[config.mk]
export PLATFORM = sky130hd
export DESIGN_NAME = prog_loader_flat
export DESIGN_NICKNAME = d
export VERILOG_FILES = /design/src/rtl/prog_loader_if.sv /design/src/rtl/prog_loader.sv /design/src/flat_wrapper.sv
export SDC_FILE = /design/constraint.sdc
export NUM_CORES = 1
export LEC_CHECK = 0
export CORE_MARGIN = 3
export CORE_UTILIZATION = 48
export CTS_CLUSTER_DIAMETER = 100
export CTS_CLUSTER_SIZE = 8
export DETAILED_ROUTE_END_ITERATION = 8
export PLACE_DENSITY = 0.76
export SLEW_MARGIN = 10
export SYNTH_ARGS = -nofsm -noshare
export SYNTH_HDL_FRONTEND = slang
export SYNTH_SLANG_ARGS = --single-unit
[constraint.sdc]
create_clock -name clk -period 2.3 [get_ports clk]
set_input_delay 0.23 -clock clk [delete_from_list [all_inputs] [get_ports clk]]
set_output_delay 0.23 -clock clk [all_outputs]
set_load 0.02 [all_outputs]
[src/rtl/prog_loader_if.sv]
// Host word stream and instruction-memory write port of the program loader.
// The loader uses the slave modport; the host/memory side uses master.
interface prog_loader_if #(
  parameter int unsigned D = 12,
  parameter int unsigned W = 9
);

  logic         ld_valid;
  logic [W-1:0] ld_data;
  logic         ld_last;
  logic         ld_ready;
  logic         im_wr_en;
  logic [D-1:0] im_wr_addr;
  logic [W-1:0] im_wr_data;

  modport master (
    output ld_valid,
    output ld_data,
    output ld_last,
    input  ld_ready,
    input  im_wr_en,
    input  im_wr_addr,
    input  im_wr_data
  );

  modport slave (
    input  ld_valid,
    input  ld_data,
    input  ld_last,
    output ld_ready,
    output im_wr_en,
    output im_wr_addr,
    output im_wr_data
  );

endinterface

[src/rtl/prog_loader.sv]
// Program loader and run controller for the 9-bit accumulator core.
// Streams host words into instruction memory from address 0, pulses
// core_start for one cycle, then times the run until core_done.
// Optional feature: define PROG_LOADER_CKSUM_EN to require one checksum word
// (sum mod 2^W of the program) after the ld_last word before starting.
module prog_loader #(
  parameter int unsigned D       = 12,
  parameter int unsigned W       = 9,
  parameter int unsigned TIMEOUT = 65535
) (
  input  logic          clk,
  input  logic          rst_n,
  prog_loader_if.slave  bus,
  output logic          core_start,
  input  logic          core_done,
  output logic [D:0]    prog_len,
  output logic [31:0]   run_cycles,
  output logic          ld_done,
  output logic          ld_err
);

  localparam int unsigned PL_W = D + 1;
  localparam int unsigned RC_W = 32;
  localparam logic [D-1:0]    ADDR_LAST = {D{1'b1}};
  localparam logic [RC_W-1:0] RUN_LIMIT = RC_W'(TIMEOUT);

  typedef enum logic [2:0] {
    IDLE,
    LOAD,
    CKSUM,
    START,
    RUN,
    DONE,
    ERR
  } state_t;

  state_t          state_q, state_d;
  logic [D-1:0]    wr_ptr_q, wr_ptr_d;
  logic            wr_en_q, wr_en_d;
  logic [D-1:0]    wr_addr_q, wr_addr_d;
  logic [W-1:0]    wr_data_q, wr_data_d;
  logic            start_q, start_d;
  logic [PL_W-1:0] prog_len_q, prog_len_d;
  logic [RC_W-1:0] run_q, run_d;
  logic            done_q, done_d;
  logic            err_q, err_d;
  logic            ready_c;
  logic            hs_c;

  // Ready depends on state only so the host can never see a valid->ready path
  always_comb begin
    ready_c = 1'b0;
    case (state_q)
      IDLE, LOAD, CKSUM, DONE: ready_c = 1'b1;
      default:                 ready_c = 1'b0;
    endcase
  end

  assign hs_c = bus.ld_valid & ready_c;

`ifdef PROG_LOADER_CKSUM_EN
  logic [W-1:0] sum_q;

  // Running sum of accepted program words; restarts with the first word
  always_ff @(posedge clk or negedge rst_n) begin
    if (!rst_n) begin
      sum_q <= '0;
    end else if (hs_c) begin
      if (state_q == LOAD) begin
        sum_q <= sum_q + bus.ld_data;
      end else if (state_q == IDLE || state_q == DONE) begin
        sum_q <= bus.ld_data;
      end
    end
  end
`endif

  // Next-state and next-output decode
  always_comb begin
    state_d    = state_q;
    wr_ptr_d   = wr_ptr_q;
    wr_en_d    = 1'b0;
    wr_addr_d  = wr_addr_q;
    wr_data_d  = wr_data_q;
    start_d    = 1'b0;
    prog_len_d = prog_len_q;
    run_d      = run_q;
    done_d     = done_q;
    err_d      = err_q;

    case (state_q)
      IDLE, DONE: begin
        if (hs_c) begin
          wr_en_d    = 1'b1;
          wr_addr_d  = '0;
          wr_data_d  = bus.ld_data;
          wr_ptr_d   = D'(1);
          prog_len_d = PL_W'(1);
          run_d      = '0;
          done_d     = 1'b0;
          if (bus.ld_last) begin
`ifdef PROG_LOADER_CKSUM_EN
            state_d = CKSUM;
`else
            state_d = START;
            start_d = 1'b1;
`endif
          end else begin
            state_d = LOAD;
          end
        end
      end

      LOAD: begin
        if (hs_c) begin
          wr_en_d    = 1'b1;
          wr_addr_d  = wr_ptr_q;
          wr_data_d  = bus.ld_data;
          wr_ptr_d   = wr_ptr_q + D'(1);
          prog_len_d = prog_len_q + PL_W'(1);
          if (bus.ld_last) begin
`ifdef PROG_LOADER_CKSUM_EN
            state_d = CKSUM;
`else
            state_d = START;
            start_d = 1'b1;
`endif
          end else if (wr_ptr_q == ADDR_LAST) begin
            // Memory full and no end marker: the word lands, then we stop
            state_d = ERR;
            err_d   = 1'b1;
          end
        end
      end

`ifdef PROG_LOADER_CKSUM_EN
      CKSUM: begin
        if (hs_c) begin
          if (bus.ld_data == sum_q) begin
            state_d = START;
            start_d = 1'b1;
          end else begin
            state_d = ERR;
            err_d   = 1'b1;
          end
        end
      end
`endif

      START: begin
        // core_done is not trusted here: the core PC still reflects the old run
        state_d = RUN;
        run_d   = '0;
      end

      RUN: begin
        if (core_done) begin
          done_d  = 1'b1;
          state_d = DONE;
        end else begin
          run_d = run_q + RC_W'(1);
          if (run_q + RC_W'(1) == RUN_LIMIT) begin
            state_d = ERR;
            err_d   = 1'b1;
          end
        end
      end

      ERR: begin
        state_d = ERR;
      end

      default: begin
        state_d = IDLE;
      end
    endcase
  end

  // State and registered outputs
  always_ff @(posedge clk or negedge rst_n) begin
    if (!rst_n) begin
      state_q    <= IDLE;
      wr_ptr_q   <= '0;
      wr_en_q    <= 1'b0;
      wr_addr_q  <= '0;
      wr_data_q  <= '0;
      start_q    <= 1'b0;
      prog_len_q <= '0;
      run_q      <= '0;
      done_q     <= 1'b0;
      err_q      <= 1'b0;
    end else begin
      state_q    <= state_d;
      wr_ptr_q   <= wr_ptr_d;
      wr_en_q    <= wr_en_d;
      wr_addr_q  <= wr_addr_d;
      wr_data_q  <= wr_data_d;
      start_q    <= start_d;
      prog_len_q <= prog_len_d;
      run_q      <= run_d;
      done_q     <= done_d;
      err_q      <= err_d;
    end
  end

  assign bus.ld_ready   = ready_c;
  assign bus.im_wr_en   = wr_en_q;
  assign bus.im_wr_addr = wr_addr_q;
  assign bus.im_wr_data = wr_data_q;
  assign core_start     = start_q;
  assign prog_len       = prog_len_q;
  assign run_cycles     = run_q;
  assign ld_done        = done_q;
  assign ld_err         = err_q;

endmodule
[src/flat_wrapper.sv]
// flat-port wrapper written by rule: the top's interface ports become plain ports
module prog_loader_flat 
#(
  parameter int unsigned D       = 12,
  parameter int unsigned W       = 9,
  parameter int unsigned TIMEOUT = 65535
)
  (clk, rst_n, core_start, core_done, prog_len, run_cycles, ld_done, ld_err, bus_ld_valid, bus_ld_data, bus_ld_last, bus_ld_ready, bus_im_wr_en, bus_im_wr_addr, bus_im_wr_data);
  prog_loader_if #(.D(D), .W(W)) bus_i ();
  input  logic clk;
  input  logic rst_n;
  output logic core_start;
  input  logic core_done;
  output logic [D:0] prog_len;
  output logic [31:0] run_cycles;
  output logic ld_done;
  output logic ld_err;
  input wire logic [$bits(bus_i.ld_valid)-1:0] bus_ld_valid;
  input wire logic [$bits(bus_i.ld_data)-1:0] bus_ld_data;
  input wire logic [$bits(bus_i.ld_last)-1:0] bus_ld_last;
  output wire logic [$bits(bus_i.ld_ready)-1:0] bus_ld_ready;
  output wire logic [$bits(bus_i.im_wr_en)-1:0] bus_im_wr_en;
  output wire logic [$bits(bus_i.im_wr_addr)-1:0] bus_im_wr_addr;
  output wire logic [$bits(bus_i.im_wr_data)-1:0] bus_im_wr_data;
  assign bus_i.ld_valid = bus_ld_valid;
  assign bus_i.ld_data = bus_ld_data;
  assign bus_i.ld_last = bus_ld_last;
  assign bus_ld_ready = bus_i.ld_ready;
  assign bus_im_wr_en = bus_i.im_wr_en;
  assign bus_im_wr_addr = bus_i.im_wr_addr;
  assign bus_im_wr_data = bus_i.im_wr_data;
  prog_loader #(.D(D), .W(W), .TIMEOUT(TIMEOUT)) u_core (.clk(clk), .rst_n(rst_n), .bus(bus_i), .core_start(core_start), .core_done(core_done), .prog_len(prog_len), .run_cycles(run_cycles), .ld_done(ld_done), .ld_err(ld_err));
endmodule
# After elaboration in Yosys (flattened, before gate mapping)
# Index checks and enable logic that the tools add are counted.
[word_totals]
register_bits = 85
inputBits = 14
out_inout_bits = 71
word_cells = 80
[classes]
add_sub_neg = 3
eq_ne = 17
n_mux = 35
n_bitwise = 1
reduce_logical = 14
[op_table]
columns = ["cell", "n"]
rows = [
  ["32-bit case mux with 3 select lines", 1],
  ["32-bit 2-to-1 mux", 2],
  ["12-bit 2-to-1 mux", 4],
  ["12-bit case mux with 2 select lines", 2],
  ["32-bit by 1-bit adder with 32-bit output, second input constant", 1],
  ["32-bit by 16-bit equality test with 1-bit output, second input constant", 1],
  ["13-bit 2-to-1 mux", 2],
  ["13-bit case mux with 2 select lines", 1],
  ["3-bit 2-to-1 mux", 6],
  ["3-bit case mux with 5 select lines", 1],
  ["13-bit by 1-bit adder with 13-bit output, second input constant", 1],
  ["1-bit 2-to-1 mux", 13],
  ["12-bit by 1-bit adder with 12-bit output, second input constant", 1],
  ["12-bit equality test, second input constant", 1],
  ["3-bit equality test, second input constant", 3],
  ["3-bit AND reduction", 3],
  ["2-bit by 1-bit inequality test with 1-bit output, second input constant", 4],
  ["3-bit by 2-bit equality test with 1-bit output, second input constant", 2],
  ["2-bit inequality test, second input constant", 3],
  ["3-bit by 2-bit inequality test with 1-bit output, second input constant", 2],
  ["6-bit AND reduction", 1],
  ["2-bit nonzero test", 3],
  ["1-bit case mux with 2 select lines", 2],
  ["4-bit AND reduction", 1],
  ["other kinds (9)", 9],
]

# Depth between registers and ports, before layout
# Gate-level depths: netlist (run 1).
[logic_depth]
depth_word = 6
ltp_mapped = 11
mapped_depth_nobuf = 8

# Worst setup path after synthesis (run 1)
# No wires, ideal clock.
[synth_path]
kind = "reg-to-reg"
start = "register u_core.run_q[0], in the netlist u_core.run_cycles[0]"
end = "register u_core.err_q, in the netlist u_core.ld_err"
setup_time_ns = 0.078
t_arrival_ns = 2.177
required_time_ns = 2.222
setup_slack_ns = 0.046
path_stages_with_launch = 12
n_path_buf = 3
period_less_slack_ns = 2.254
path_cell_list = "dfrtp_1 ha_1 buf_6 and4_1 buf_6 and3_1 buf_6 and3_1 nand4_1 a221oi_2 nand4_1 a21oi_1"
[synth_via]
elab_chain_cells = 4
[synth_lines]
columns = ["item", "line_no", "text"]
rows = [
  ["from (decl)", "prog_loader.sv:44", "logic [RC_W-1:0] run_q, run_d;"],
  ["from (signal assigned)", "prog_loader.sv:200", "run_q <= run_d;"],
  ["32-bit by 1-bit adder with 32-bit output", "prog_loader.sv:162", "if (run_q + RC_W'(1) == RUN_LIMIT) begin"],
  ["32-bit by 16-bit equality test with 1-bit output", "prog_loader.sv:162", ""],
  ["2-bit by 1-bit inequality test with 1-bit output (no source line)", "--", ""],
  ["6-bit AND reduction (no source line)", "--", ""],
  ["to (signal assigned)", "prog_loader.sv:202", "err_q <= err_d;"],
  ["to (decl)", "prog_loader.sv:46", "logic err_q, err_d;"],
]
# Every way passes these cells.
# A chain may end at the register's enable or synchronous reset.

# Worst setup path in the final report (run 1)
# Same ends and word-level chain as after synthesis.

==> out/qor.yml, run 1 <==
drc: 0
grt_pass1_vias: 3974
min_period_ps: 2170
r2r_start: "u_core.run_cycles[0]"
synth_edf_count: 0
worst_pin_slew_ps: 548
core_um2: 8980
ys_warn_count: 0
slowest_stage: "dfrtp_2"
cp_slowest_stage_delay_ps: 450
path_cells: "ha_1, and4_2, and3_1, buf_4, xnor2_1, nor4_4, nand4_1, a21oi_1"
yosys-top-cells-count: "dfrtp_1, o21ai_0, nand2_1"
r2r_end: "u_core.ld_err"
ios: 85
crit_type: "reg -> reg"
clk_path_buf_depth: 2
post_drt_via_cell_ratio: 5.77
vdd_drop_max_uv: 592
h-tree-depth: 3
rsz0062_at_grt: "no"
hold_viol: 0
drive_above_1_share_pct: 12.2
synth_top_cell_area_share_pct: 46.5
grt_usage_pct: 22.0
grt_max_degree: 60
relSlewSlack_pct: 63.0
cts.sinks: 85
fin_skew_ps: 18.1
grt_pass1_wl_um: 19900
vias: 4169
fmax_mhz: 461
powerDensity_nw_per_um2: 786
clk_latency_ps: 360
worst_ep_required_time_ps: 2580
final_antenna_net_count: 0
synthArstFlopShare_pct: 100
pre_cts_ws_ps: 45.4
status: "finished clean"
synthTopCellsByArea: "dfrtp_1, o21ai_0, nand2_1, nor2_1, xor2_1"
clockRootBuffer: "clkbuf_8"
antenna_found_initial: 0
arrival_ps: 2450
totalNegativeSetupSlack_ps: 0
power.total_w: 0.00461
setup_ws_ps: 132
post_cts_buffers: 0
fill_cells: 726
ys_ff_latch: 85
whs_ps: 317
portBuffers: 84
place_congestion: 0.883
path_clk_slew_ps: 100
setup_violations: 0
syn_nets: 516
area_delta_synth_final_pct: 28.3
cp_max_fo: 7
start_util_pct: 51.0
cts_tree: "done"
antenna_cells: 0
grt.overflow.total: 0
finalWirelength_um: 11800
reg2reg_slack_ps: 130
synth.distinct_cells: 62
ys.flop_type: "dfrtp_1"
final_nets: 609
first_iter_violations: 336
core.rowCount: 34
crit_path_end_kind: "flip-flop"
synth_largest_area_cell: "dfrtp_1"
crit_path_start_kind: "flip-flop"
maxSlewViolCount: 0
rr_worst_depth: 8
dp_hpwl_um: 8110
drt_pass1_iterations: 5
netlist_area_um2: 4570
design.die.area_um2: 10700
wl_per_cell_um: 16.3
post-route-period-util_pct: 94.3
numCtsBuffers: 9
syn_inst: 498
hp-class: "in -> async"
p_leak_nw: 2.56
ys_seq_area_share_pct: 46.5
drv_cap: 0
synth_most_common_cell: "dfrtp_1"
avgSynthCellArea_um2: 9.19
die_h_um: 104
die_x_um: 104
layer usage:
metal / GRT usage [%] / wire length (um)
met4: 5.70 / 94
met3: 5.66 / 947
met1: 31.2 / 5350
met5: 0 / 0
met2: 33.6 / 5370
cell type report:
class | count | area [um^2] | share of cell area (%)
Clock buffer | 9 | 124 | 2.11
Clock inverter | 7 | 61.3 | 1.04
Inverter | 9 | 33.8 | 0.576
Timing Repair Buffer | 115 | 1100 | 18.7
Tap cell | 126 | 158 | 2.69
Multi-Input combinational cell | 371 | 2260 | 38.6
Sequential cell | 85 | 2130 | 36.3
placed cells by master (no fill, tap or decap), types with 2 or more instances in the layout:
| cell type | instances |
|---|---|
| a21oi_1 | 25 |
| a22o_1 | 14 |
| a31o_2 | 2 |
| a31oi_1 | 8 |
| and2_1 | 2 |
| and2_2 | 2 |
| and3_1 | 12 |
| and4_1 | 4 |
| and4_4 | 2 |
| buf_12 | 2 |
| buf_4 | 29 |
| clkbuf_8 | 9 |
| clkdlybuf4s50_1 | 83 |
| dfrtp_1 | 82 |
| dfrtp_2 | 3 |
| ha_1 | 4 |
| inv_1 | 8 |
| inv_6 | 3 |
| inv_8 | 2 |
| mux2i_1 | 2 |
| nand2_1 | 59 |
| nand2b_1 | 5 |
| nand3_1 | 25 |
| nand3_2 | 2 |
| nand4_1 | 15 |
| nand4b_1 | 3 |
| nor2_1 | 46 |
| nor2b_1 | 2 |
| nor3_1 | 3 |
| nor3_2 | 3 |
| nor3b_1 | 2 |
| nor4_4 | 4 |
| o21ai_0 | 62 |
| o31ai_1 | 6 |
| o32a_1 | 2 |
| o41ai_1 | 3 |
| or3_1 | 4 |
| xnor2_1 | 8 |
| xor2_1 | 16 |
critical path, delay by kind of cell (launching register included):
kind | cells | cell delay, ps
and+or+nand+nor | 4 | 940
DFF | 1 | 450
xor gates and xnor gates | 1 | 150
buffers and inverters | 1 | 170
adders and majority gates | 1 | 220
AOI/OAI and AO/OA | 1 | 150
kinds of logic (layout without fill, tap and decap cells):
group | after synthesis | after routing | synth area share [%]
flip-flops | 85 | 85 | 46.5
AO/OA/AOI/OAI | 137 | 137 | 18.4
adder cells (fa/ha/maj) | 4 | 4 | 1.09
XOR/XNOR | 24 | 24 | 4.60
multiplexers | 3 | 3 | 0.684
buffers and inverters | 42 | 140 | 4.81
AND/OR/NAND/NOR | 203 | 203 | 23.9
how the worst max path moves through the flow:
stage,startpoint,endpoint,slack (ps),cells after the start
after floorplan,u_core.run_cycles[0],u_core.ld_err,50,11
after global placement,u_core.run_cycles[7],u_core.ld_err,200,7
after detailed placement,u_core.run_cycles[1],u_core.ld_err,50,8
after CTS,u_core.run_cycles[1],u_core.ld_err,10,8
after global routing,u_core.run_cycles[2],u_core.state_q[1],5,7
final,u_core.run_cycles[0],u_core.ld_err,130,8
flip-flops by register name (all words and copies together), names as in the netlist:
signal                 count
u_core.run_cycles         32
u_core.prog_len           13
u_core.bus.im_wr_addr     12
u_core.wr_ptr_q           12
u_core.bus.im_wr_data      9
u_core.state_q             3
u_core.bus.im_wr_en        1
u_core.core_start          1
u_core.ld_done             1
u_core.ld_err              1
stage by stage:
step           std cells  util (%)  cell area [um^2]
3_3_place_gp         705      62.9              5640
3_5_place_dp         705      62.9              5640
5_1_grt              722      65.4              5870
2_1_floorplan        498         -              4570
6_report             722      65.4              5870
4_1_cts              722      65.1              5840
what timing repair did:
action | 4_1_cts | 5_1_grt
endpoints found under the setup margin | 0 | 3
endpoints found under the hold margin | 26 | 0
gates resized for setup | 0 | 10
hold buffers | 1 | 0
power by group:
part           switching (W)  leakage [nW]  internal (W)
combinational        0.00101          1.32      0.000677
clock               0.000603        0.0945      0.000418
sequential          0.000195          1.14       0.00171
total                0.00181          2.56       0.00281
Power figures use the tool's default switching activity.
==> run 2: changes to the inputs <==
SLEW_MARGIN = 40   (was 10)
==> results of run 2 <==
No change in the layout: final DEF, timing and power equal those of run 1.
